==> config.mk <==
export PLATFORM = sky130hd
export DESIGN_NAME = serial_sub16
export DESIGN_NICKNAME = d
export VERILOG_FILES = /design/src/rtl/serial_sub16.sv
export SDC_FILE = /design/constraint.sdc
export NUM_CORES = 1
export LEC_CHECK = 0
export ABC_AREA = 1
export BUFFER_PORTS_ARGS = -buffer_cell sky130_fd_sc_hd__clkbuf_2
export CAP_MARGIN = 15
export CORE_ASPECT_RATIO = 1.2
export CORE_MARGIN = 2
export CORE_UTILIZATION = 35
export CTS_BUF_LIST = sky130_fd_sc_hd__clkbuf_16
export CTS_CLUSTER_SIZE = 14
export DETAILED_ROUTE_END_ITERATION = 7
export PLACE_DENSITY = 0.61
export SLEW_MARGIN = 15
export SYNTH_ARGS = -nofsm -noshare
export SYNTH_HDL_FRONTEND = slang
export SYNTH_SLANG_ARGS = --single-unit
==> constraint.sdc <==
create_clock -name clk -period 3.1 [get_ports clk]
set_input_delay 0.775 -clock clk [delete_from_list [all_inputs] [get_ports clk]]
set_output_delay 0.775 -clock clk [all_outputs]
set_load 0.02 [all_outputs]
==> src/rtl/serial_sub16.sv <==
// Bit-serial subtractor: computes a - b - bin one bit per clock, LSB first,
// and presents diff/bout/zero/ovf with a one-cycle done pulse.
module serial_sub16 #(
    parameter int unsigned WIDTH = 16
) (
    input  logic             clk,
    input  logic             rst_n,
    input  logic             start,
    input  logic [WIDTH-1:0] a,
    input  logic [WIDTH-1:0] b,
    input  logic             bin,
    output logic             busy,
    output logic             done,
    output logic [WIDTH-1:0] diff,
    output logic             bout,
    output logic             zero,
    output logic             ovf
);

    localparam int unsigned CW = $clog2(WIDTH + 1);

    typedef enum logic [1:0] {IDLE, RUN, DONE} state_t;

    state_t           state, state_nx;
    logic [WIDTH-1:0] a_sh, b_sh, diff_r;
    logic             a_sign, b_sign;
    logic             br, bout_r;
    logic [CW-1:0]    cnt;
    logic             accept, last, d_bit, br_nx;

    assign accept = start && (state != RUN);
    assign last   = (cnt == CW'(WIDTH - 1));
    assign d_bit  = a_sh[0] ^ b_sh[0] ^ br;
    assign br_nx  = (~a_sh[0] & b_sh[0]) | (~(a_sh[0] ^ b_sh[0]) & br);

    always_comb begin
        state_nx = state;
        busy     = 1'b0;
        done     = 1'b0;
        case (state)
            IDLE: if (start) state_nx = RUN;
            RUN: begin
                busy = 1'b1;
                if (last) state_nx = DONE;
            end
            DONE: begin
                done     = 1'b1;
                state_nx = start ? RUN : IDLE;
            end
            default: state_nx = IDLE;
        endcase
    end

    always_ff @(posedge clk or negedge rst_n) begin
        if (!rst_n) state <= IDLE;
        else        state <= state_nx;
    end

    // Operands are shifted right so bit 0 is always the current bit; the
    // sign bits are kept separately for the overflow flag.
    always_ff @(posedge clk or negedge rst_n) begin
        if (!rst_n) begin
            a_sh   <= '0;
            b_sh   <= '0;
            a_sign <= 1'b0;
            b_sign <= 1'b0;
            br     <= 1'b0;
            cnt    <= '0;
            diff_r <= '0;
            bout_r <= 1'b0;
        end else if (accept) begin
            a_sh   <= a;
            b_sh   <= b;
            a_sign <= a[WIDTH-1];
            b_sign <= b[WIDTH-1];
            br     <= bin;
            cnt    <= '0;
        end else if (state == RUN) begin
            a_sh   <= a_sh >> 1;
            b_sh   <= b_sh >> 1;
            diff_r <= {d_bit, diff_r[WIDTH-1:1]};
            br     <= br_nx;
            cnt    <= cnt + 1'b1;
            if (last) bout_r <= br_nx;
        end
    end

    assign diff = diff_r;
    assign bout = bout_r;
    assign zero = (diff_r == '0);
    assign ovf  = (a_sign ^ b_sign) & (diff_r[WIDTH-1] ^ a_sign);

endmodule

# Word-level counts from Yosys, hierarchy flattened
# Cells that the tools add are included.
# classes
eq_ne	6
n_addsub	1
bitwise_logic	11
n_mux	14
n_reduce_logical	7
# op_table
operator	n
16-bit two-way mux	4
16-bit logical NOT	1
5-bit two-way mux	2
2-bit one-hot mux with 3 select lines	1
5-bit by 1-bit adder with 5-bit output, second input constant	1
5-bit by 4-bit equality test with 1-bit output, second input constant	1
1-bit two-way mux	5
2-bit two-way mux	2
2-bit inequality test, second input constant	2
2-bit AND reduction	2
1-bit bitwise XOR	4
1-bit bitwise AND	3
1-bit inverter	3
3-bit AND reduction	1
2-bit by 1-bit equality test with 1-bit output, second input constant	1
2-bit equality test, second input constant	1
2-bit logical NOT	1
2-bit by 1-bit inequality test with 1-bit output, second input constant	1
2-bit nonzero test	1
1-bit logical AND	1
1-bit bitwise OR	1
# totals
input_bits	36
wordCells	48
out_inout_bits	21
ff_bits	59

# Longest topological paths before layout
# depth
word_depth	6
depth_mapped	7
ltp_nobuf	7

# Worst setup path before layout
# Ideal clock, no wire load.
# synth_path
kind	register to output
startpoint	reg diff_r[15], in the netlist diff[15]
endpoint	out zero
t_arrival_ns	1.039
required_time_ns	2.325
path_stages_with_launch	6
n_path_buf	0
setup_slack_ns	1.286
path_cell_list	dfrtp_1 inv_1 nand2_1 nor2_1 nand2_1 nor2_1
# synth_via
elab_chain_len	1
# synth_lines
item	line	rtl
start, declared	25	logic [WIDTH-1:0] a_sh, b_sh, diff_r;
start signal, assigned	81	diff_r <= {d_bit, diff_r[WIDTH-1:1]};
16-bit logical NOT	90	assign zero = (diff_r == '0);
end, declared	16	output logic zero,
# No other way between the ends.

# Worst setup path after layout
# Ends and elaborated chain as after synthesis.

==> impl_metrics.yaml <==
global_routing:
  grt_overflow: 0
  grtUsageTotal: 0.155
  grt_pass1_wl_mm: 10.1
  antenna_found_initial: 0
  grt_max_degree: 46
  grt_pass1_vias: 2150
logic_synthesis:
  synthTopCellsByCount: "101 x nand2_1, 63 x nand3_1, 59 x dfrtp_1"
  yosys_warnings: 0
  avgSynthCellArea_um2: 8.52
  yosysTopAreaCellShare: 0.557
  syn_area_um2: 2650
  postSynthCellCount: 311
  ys_types: 20
  yosysMostFrequentCell: "nand2_1"
  synth_top_cells_by_area: "dfrtp_1 56%, nand2_1 14%, nand3_1 12%"
  synth_edf_count: 0
  yosys.area.top_type: "dfrtp_1"
  synth_nets: 350
  async_flop_share: 1.00
  synthFlopType: "dfrtp_1"
  ys_seq_area_frac: 0.557
  ys_seq_elements: 59
floorplanning:
  die_w_um: 83.4
  core_um2: 7320
  fp.dieArea_um2: 8290
  num_io_pins: 57
  initial_utilization: 0.362
  fp-row-count: 34
  die_h_um: 99.3
worst_setup_path:
  worst_ep_arrival_time_ns: 1.33
  r2r_cells: 6
  worstSetupPathType: "reg2out"
  critPathCaptureType: "output pin"
  start_kind: "flop"
  worst_ep_required_time_ns: 2.32
  cp_max_fo: 4
timing:
  post-route-period-util: 0.677
  finClkSkew_ns: 0.00645
  layout_setup_ws_ns: 1.00
  tightest_slew_ns: 0.948
  drv_slew: 0
  grt_setup_unrepaired: "false"
  final.min_clock_period_ns: 2.10
  setup_tns_ns: 0
  setup_viol: 0
  max_freq_mhz: 476
  hold_violations: 0
  slew_headroom: 0.368
power_and_ir_drop:
  p_per_area_nw_per_um2: 1080
  leakagePower_nw: 1.69
  vdd_drop_max_mv: 0.509
drt:
  wire_per_inst_um: 12.7
  vias: 2218
  drt_pass1_iterations: 4
  drtAntennaViolNets: 0
  first_iter_violations: 112
  avgViaCountPerCell: 4.81
  drc_errors: 0
  drt_wl_total_mm: 5.88
clock_network:
  post-cts-setup-buffer-count: 0
  cts.sinks: 59
  root_buffer: "clkbuf_16"
  numCtsBuffers: 9
  htree_levels: 3
  cts_buffer_depth: 2
  cts-resized-gates: 0
  path_clk_slew_ns: 0.05
  worstSkewPairLatency_ns: 0.32
  cts_tree: "built"
  cts_hold_buffers: 0
place:
  dp_slack_ns: 1.17
  gp_congestion: 0.767
  portBuffers: 56
  dpl-instance-area_um2: 2960
  hpwl_mm: 4.03
min_path:
  hp-class: "reg2reg"
  holdPathStages: 2
finish:
  area_delta_synth_final_pct: 22.0
  fin_area_um2: 3230
  drive_gt1_frac: 0.213
  diodes: 0
  nets: 406
flow_run:
  max_cap_viol_count: 0
run_status:
  outcome: "completed"
[worst max-delay path, stage by stage, from the launching register on]
cell	delay, ns
dfrtp_1	0.39
inv_1	0.12
nand2_1	0.07
nor2_1	0.10
nand2_1	0.06
nor2_1	0.10
clkbuf_2	0.17
[metrics by stage]
stage / cells / hold WS, ns / power [mW] / utilization
after global routing: 461 / 0.499 / 3.80 / 0.442
after floorplan: 311 / 0.442 / 2.30 / -
final: 461 / 0.478 / 3.49 / 0.442
after global placement: 446 / 0.464 / 2.56 / 0.404
after CTS: 461 / 0.482 / 3.54 / 0.442
after detailed placement: 446 / 0.469 / 2.61 / 0.404
[path summary, 6_finish.rpt]
| path | startpoint | endpoint | slack, ns |
|---|---|---|---|
| worst max register to register | state[1] | b_sh[5] | 1.46 |
| worst max-delay path | diff[15] | zero | 1.0 |
| max in group asynchronous | rst_n | diff[3] | 1.72 |
| worst min register to register | b_sh[2] | b_sh[2] | 0.48 |
| min in group asynchronous | rst_n | b_sh[0] | 0.60 |
| worst min-delay path | b_sh[2] | b_sh[2] | 0.48 |
[kinds of logic (layout without fill, tap and decap cells)]
logic type / after synthesis / count (layout) / share of synthesized area
flops: 59 / 59 / 0.557
buf+inv: 42 / 102 / 0.0826
simple gates: 182 / 182 / 0.295
compound gates: 25 / 25 / 0.0482
fa+ha+maj: 3 / 3 / 0.0170
[routing by layer]
layer	wire length, um	global-route usage
met1	2700	0.201
met2	2740	0.244
met3	272	0.0290
met4	157	0.0893
met5	0	0
[power breakdown]
part	total, mW	internal (mW)	switching (mW)	leakage [nW]
Sequential	1.34	1.11	0.223	0.751
Clock	0.918	0.602	0.316	0.143
Combinational	1.23	0.418	0.816	0.801
[flip-flops by register name (all words and copies together), names as in the netlist]
| name | cells |
|---|---|
| b_sign | 1 |
| diff | 16 |
| a_sh | 16 |
| bout | 1 |
| b_sh | 16 |
| state | 2 |
| br | 1 |
| cnt | 5 |
| a_sign | 1 |
[final cells by class]
class,instances,area (um2)
fillers,739,4080
clock inverters,6,50.0
inverters,26,97.6
flip-flops and latches,59,1480
well taps,90,113
multi-input cells,210,955
clock buffers,9,225
repair buffers,61,318
[cells in the final DEF, fill, tap and decap left out]
cell       synthesis  layout
a21oi_1            1       1
buf_4              7       5
bufinv_16          0       1
clkbuf_16          0       9
clkbuf_2           0      56
clkinv_1           0       2
clkinv_2           0       1
dfrtp_1           59      59
fa_1               1       1
ha_1               2       2
inv_1             23      25
inv_2              3       3
nand2_1          101     101
nand2_2            3       3
nand3_1           63      63
nand4_1            1       1
nor2_1            12      12
nor2_4             1       1
o21ai_0           20      20
o21ai_1            2       2
o22ai_1            2       2
or2_1              1       1
Power figures use the tool's default switching activity.
